<file path="src/rtl/ser_tx.sv">
// Serial transmitter: a start bit (0), then DATA_W payload bits LSB first, then a stop bit (1).
// Each bit lasts CLKS_PER_BIT clocks, and q is driven from a register.
module ser_tx #(
   parameter int DATA_W       = 8,
   parameter int CLKS_PER_BIT = 4
) (
   input  logic              clk,
   input  logic              rst,
   input  logic [DATA_W-1:0] din,
   input  logic              din_valid,
   output logic              din_ready,
   output logic              q,
   output logic              busy,
   output logic              frame_done
);

   localparam int CW = $clog2(CLKS_PER_BIT + 1);
   localparam int IW = $clog2(DATA_W + 1);
   localparam logic [CW-1:0] CNT_LAST = CW'(CLKS_PER_BIT - 1);
   localparam logic [IW-1:0] IDX_LAST = IW'(DATA_W - 1);

   if (DATA_W < 1 || DATA_W > 32) begin : g_bad_data_w
      $error("ser_tx: DATA_W=%0d outside legal range 1..32", DATA_W);
   end
   if (CLKS_PER_BIT < 1 || CLKS_PER_BIT > 1024) begin : g_bad_clks_per_bit
      $error("ser_tx: CLKS_PER_BIT=%0d outside legal range 1..1024", CLKS_PER_BIT);
   end

   typedef enum logic [1:0] {IDLE, START, DATA, STOP} state_e;

   state_e            state_q, state_d;
   logic [CW-1:0]     cnt_q, cnt_d;
   logic [IW-1:0]     idx_q, idx_d;
   logic [DATA_W-1:0] shift_q, shift_d;
   logic              q_q, q_d;

   always_ff @(posedge clk or posedge rst) begin
      if (rst) begin
         state_q <= IDLE;
         cnt_q   <= '0;
         idx_q   <= '0;
         shift_q <= '0;
         q_q     <= 1'b1;
      end else begin
         state_q <= state_d;
         cnt_q   <= cnt_d;
         idx_q   <= idx_d;
         shift_q <= shift_d;
         q_q     <= q_d;
      end
   end

   always_comb begin
      state_d = state_q;
      cnt_d   = cnt_q;
      idx_d   = idx_q;
      shift_d = shift_q;
      unique case (state_q)
         IDLE: begin
            if (din_valid) begin
               state_d = START;
               cnt_d   = '0;
               idx_d   = '0;
               shift_d = din;
            end
         end
         START: begin
            if (cnt_q == CNT_LAST) begin
               state_d = DATA;
               cnt_d   = '0;
               idx_d   = '0;
            end else begin
               cnt_d = cnt_q + CW'(1);
            end
         end
         DATA: begin
            if (cnt_q == CNT_LAST) begin
               cnt_d   = '0;
               shift_d = shift_q >> 1;
               if (idx_q == IDX_LAST) begin
                  state_d = STOP;
               end else begin
                  idx_d = idx_q + IW'(1);
               end
            end else begin
               cnt_d = cnt_q + CW'(1);
            end
         end
         STOP: begin
            if (cnt_q == CNT_LAST) begin
               state_d = IDLE;
               cnt_d   = '0;
            end else begin
               cnt_d = cnt_q + CW'(1);
            end
         end
         default: state_d = IDLE;
      endcase
   end

   // q_d is decoded from the next state so the registered q lines up with the state it belongs to.
   always_comb begin
      din_ready  = (state_q == IDLE);
      busy       = (state_q != IDLE);
      frame_done = (state_q == STOP) && (cnt_q == CNT_LAST);
      unique case (state_d)
         START:   q_d = 1'b0;
         DATA:    q_d = shift_d[0];
         default: q_d = 1'b1;
      endcase
   end

   assign q = q_q;

endmodule

</file>
<file path="config.mk">
export PLATFORM = sky130hd
export DESIGN_NAME = ser_tx
export DESIGN_NICKNAME = d
export VERILOG_FILES = /design/src/rtl/ser_tx.sv
export SDC_FILE = /design/constraint.sdc
export NUM_CORES = 1
export LEC_CHECK = 0
export ABC_AREA = 1
export BUFFER_PORTS_ARGS = -buffer_cell sky130_fd_sc_hd__buf_2
export CORE_ASPECT_RATIO = 1.2
export CORE_MARGIN = 2
export CORE_UTILIZATION = 50
export CTS_CLUSTER_DIAMETER = 80
export DETAILED_ROUTE_END_ITERATION = 10
export PLACE_DENSITY = 0.77
export SYNTH_ARGS = -nofsm -noshare
export SYNTH_HDL_FRONTEND = slang
export SYNTH_SLANG_ARGS = --single-unit
</file>
<file path="constraint.sdc">
create_clock -name clk -period 1.6 [get_ports clk]
set_input_delay 0.32 -clock clk [delete_from_list [all_inputs] [get_ports clk]]
set_output_delay 0.32 -clock clk [all_outputs]
set_load 0.005 [all_outputs]
</file>
-- Yosys cells after proc, flatten, opt, wreduce, memory -nomap -nowiden
Index checks and enable logic that the tools add are counted.
- register bits after elaboration: 18
- memory bits (read-only): 0
- input bits: 11
- bits in latches: 0
- memories kept: 0
- bits in writable memories: 0
- word-level logic and storage cells: 45
- bitwise gates (word level): 0
- shifts and indexed selects: 0
- reduce and logical (&&, ||, !) cells: 8
- $mul: 0
- add/subtract/negate cells: 2
- divide/modulo/power cells: 0
- eq/ne operators: 11
- $lt $le $gt $ge: 0
- muxes and demuxes: 18
- operators by type and width (cell ; count):
    $mux 4 ; 4
    $mux 8 ; 2
    $pmux 8 s2 ; 1
    $pmux 4 s3 ; 1
    $mux 2 ; 5
    $ne 2x2->1 const B ; 4
    $pmux 2 s4 ; 1
    $eq 2x2->1 const B ; 3
    $mux 3 ; 2
    $pmux 3 s2 ; 1
    $reduce_and 5->1 ; 1
    $add 4x1->4 const B ; 1
    $eq 2x1->1 const B ; 2
    $eq 4x3->1 const B ; 1
    $reduce_bool 2->1 ; 2
    $add 3x1->3 const B ; 1
    $eq 3x2->1 const B ; 1
    $reduce_and 3->1 ; 1
    $reduce_bool 3->1 ; 1
    $reduce_or 3->1 ; 1
    $logic_not 2->1 ; 1
    $pmux 1 s2 ; 1
    $logic_and 1x1->1 ; 1

-- Logic depth before layout (Yosys ltp)
- word-level depth: 6
- depth in mapped cells: 10
- mapped depth without buffers: 10

-- Worst setup path before layout
No wires, ideal clock.
- path kind: register -> register
- start: register cnt_q[0]
- end: register shift_q[1]
- path buffers: 0
- setup slack: 0.362 ns
- cell stages (with the launch flop): 6
- clock period less this slack: 1.238 ns
- data arrival time: 1.105 ns
- required time: 1.467 ns
- setup time: 0.133 ns
- path through: dfrtp_1 ha_1 nand2_1 nor2_1 a22oi_1 o21ai_0
- longest elaborated chain between the ends: 3
- ends and longest elaborated chain (element ; RTL line ; text):
    start: declaration ; 32 ; logic [CW-1:0] cnt_q, cnt_d;
    start signal: assignment ; 46 ; cnt_q <= cnt_d;
    $eq 3x2->1 ; 77 ; if (cnt_q == CNT_LAST) begin
    $ne 2x2->1 (no line) ; - ;
    $reduce_and 3->1 (no line) ; - ;
    end signal: assignment ; 48 ; shift_q <= shift_d;
    end: declaration ; 34 ; logic [DATA_W-1:0] shift_q, shift_d;
Every way passes these cells.
A chain may end at the register's enable or synchronous reset.

-- Worst setup path in the final report
- start: register cnt_q[1]
- end: output frame_done
- longest elaborated chain between the ends: 2
- ends and longest elaborated chain (element ; RTL line ; text):
    $eq 3x2->1 ; 105 ; frame_done = (state_q == STOP) && (cnt_q == CNT_LAST);
    $logic_and 1x1->1 ; 105 ;
    end: declaration ; 14 ; output logic frame_done
Every way passes these cells.

==> impl_results.md <==
* Final ANT Viol Nets at 0
* Worst-Skew Late Latency at 0.30 ns
* Leading area contributor after synthesis: dfrtp_1
* Post-Route WL at 1.81 mm
* Sequential power share at 43.4%
* Vias in the first global route at 750
* Post-route minimum period at 1.57 ns
* Final Hold Fails at 0
* Core area at 0.00181 mm²
* Leakage at 0.573 nW
* Syn Area/Cell at 8.26 µm²
* Die ar. at 0.00225 mm²
* Most common cell in the netlist: nand2_1
* Mapped Area at 942 µm²
* Crit path required time at 1.28 ns
* Slew Limit Fails at 0
* R2R depth at 10
* Setup violators final at 0
* H-tree depth at 1
* CTS root buffer: clkbuf_4
* Vias at 791
* Initial antenna violation count at 0
* CP Cell Sequence: ha_4 -> nand2_2 -> nor2_1 -> buf_2
* Chip Height at 51.6 µm
* Syn. warnings at 0
* Mapped Nets at 127
* Ys flop type: dfrtp_1
* Sw frac at 42.2%
* DRC viols at 0
* CP Class: reg -> out
* Crit start category: flip-flop
* R2R setup slack at 0.18 ns
* Peak supply drop at 933 µV
* DP Wirelength at 1.31 mm
* Internal at 0.00107 W
* DP Area at 0.00104 mm²
* Via density at 5.17
* Max_slew headroom at 73.8%
* Total track usage at 19.2%
* Mapped Cells at 114
* Antenna diode count at 0
* RR Startpoint: cnt_q[1]
* Sequential area share after synthesis at 47.9%
* Status: completed
* Final Instance Area at 0.00109 mm²
* DR WL/cell at 11.8 µm
* Slowest CP cell: dfrtp_1
* WHS at 0.0173 ns
* Clock Sinks at 18
* Synth area leaders: dfrtp_1 45%, nand2_1 11%, inv_1 8.0%
* End-of-flow core utilization at 60.4%
* Period Utilization, post-route at 97.8%
* Register bit count reported by yosys at 18
* Top cell type's share of synthesized area at 45.2%
* GRT Residual Overflow at 0
* Post-synth EDFFs at 0
* I/O Buffers at 14
* Unique cell type count in the Yosys netlist at 22
* Nets at 148
* CTS buffer count at 3
* Crit. End Element: primary output
* F_max at 639 MHz
* Initial core utilization at 52.1%
* Synth async-reset ratio at 100%
* Clock Tree Buf Depth at 2
* Die width at 43.6 µm
* # hold bufs at CTS at 0
* Layout cell share with drive strength beyond 1 at 22.4%
* Area growth from synthesis to layout at 15.9%
* Gpl congestion at 0.889
* Clock power share at 12.7%
* Reg-to-reg endpoint: q
* Arrival time worst endpoint at 1.25 ns
* Combinational fraction of design power at 44.0%
* Max FO, Critical Path at 6
* Skew final at 0.00604 ns
* CTS tree: done
* Max-Cap Viols at 0
* Largest net degree at the start of global routing at 19
* Core Rows at 17
* # IOs at 15
* Hold Crit Class: in -> async
* Pre-antenna DRT Iters at 4
* Critical path's largest stage delay at 0.43 ns
* Clk pin slew, worst setup/hold paths at 0.10 ns
* Initial DRC count at 14
* Worst slew pin tran at 0.392 ns
* Global-route wire length before repair at 3.15 mm
* PD cells at 1700 mW/mm²
* Post-synth top cells: 28 x nand2_1, 20 x inv_1, 17 x dfrtp_1
* Switching power at 0.000782 W
-- per-stage QoR --
step	power, W	setup TNS [ns]	instances	setup WS [ns]
finish	0.00185	0	153	0.0345
global route	0.00202	-0.0118	153	-0.0118
CTS	0.00180	0	152	0.0251
detailed placement	0.00155	0	148	0.197
global placement	0.00152	0	148	0.257
floorplan	0.00136	0	114	0.362
-- how the worst max path moves through the flow --
stage	start	to	slack, ns
floorplan	cnt_q[0]	shift_q[1]	0.36
global placement	cnt_q[0]	q	0.26
detailed placement	cnt_q[0]	q	0.20
CTS	cnt_q[0]	frame_done	0.03
global route	cnt_q[1]	frame_done	-0.01
finish	cnt_q[1]	frame_done	0.03
-- critical path, delay by kind of cell (launching register included) --
kind | cells | cell delay (ns)
simple gates | 2 | 0.21
flops | 1 | 0.43
fa+ha+maj | 1 | 0.18
buf+inv | 1 | 0.13
-- flip-flops by register name (all words and copies together) (netlist names) --
name	flops
idx_q	4
shift_q	8
state_q	2
q	1
cnt_q	3
-- cells by family (layout without fill, tap and decap cells) --
| group | count (synthesis) | count (layout) | synth area share, % |
|---|---|---|---|
| compound gates | 22 | 22 | 14.6 |
| fa+ha+maj | 2 | 2 | 2.66 |
| xor+xnor | 2 | 2 | 1.86 |
| mux | 1 | 1 | 1.06 |
| simple gates | 46 | 46 | 22.7 |
| flops | 18 | 18 | 47.9 |
| buf+inv | 23 | 43 | 9.16 |
-- cells in the final DEF, fill, tap and decap left out, drive strengths merged, types with 2 or more instances in the layout --
| master | count |
|---|---|
| nand2 | 31 |
| inv | 22 |
| dfrtp | 17 |
| buf | 16 |
| o21ai | 13 |
| nor2 | 8 |
| nand3 | 7 |
| a22oi | 6 |
| clkbuf | 4 |
| ha | 2 |
-- layout make-up --
type	instances	area [µm²]
multi-input cells	73	419
well taps	19	23.8
fillers	150	716
inverters	23	86.3
clock buffers	4	26.3
repair buffers	16	85.1
flip-flops and latches	18	452
-- layer usage --
layer / wire length [µm] / GRT usage [%] / vias up
li1: - / - / 401
met1: 787 / 23.7 / 368
met2: 887 / 31.4 / 18
met3: 76 / 2.08 / 4
met4: 55 / 12.1 / 0
met5: 0 / 0 / -
-- power by group through the flow --
stage	clock (W)	sequential (W)	combinational (W)
floorplan	0	0.000768	0.000589
global placement	0	0.000786	0.000734
detailed placement	0	0.000795	0.000759
CTS	0.000244	0.000789	0.000769
global route	0.000260	0.000827	0.000933
finish	0.000235	0.000804	0.000815
-- timing repair --
action	CTS	global route
gates cloned	0	0
setup endpoints to repair	1	2
gates resized for setup	2	1
buffers inserted	0	1
pin swaps	1	2
No activity file was read; power rests on OpenSTA's default activity.
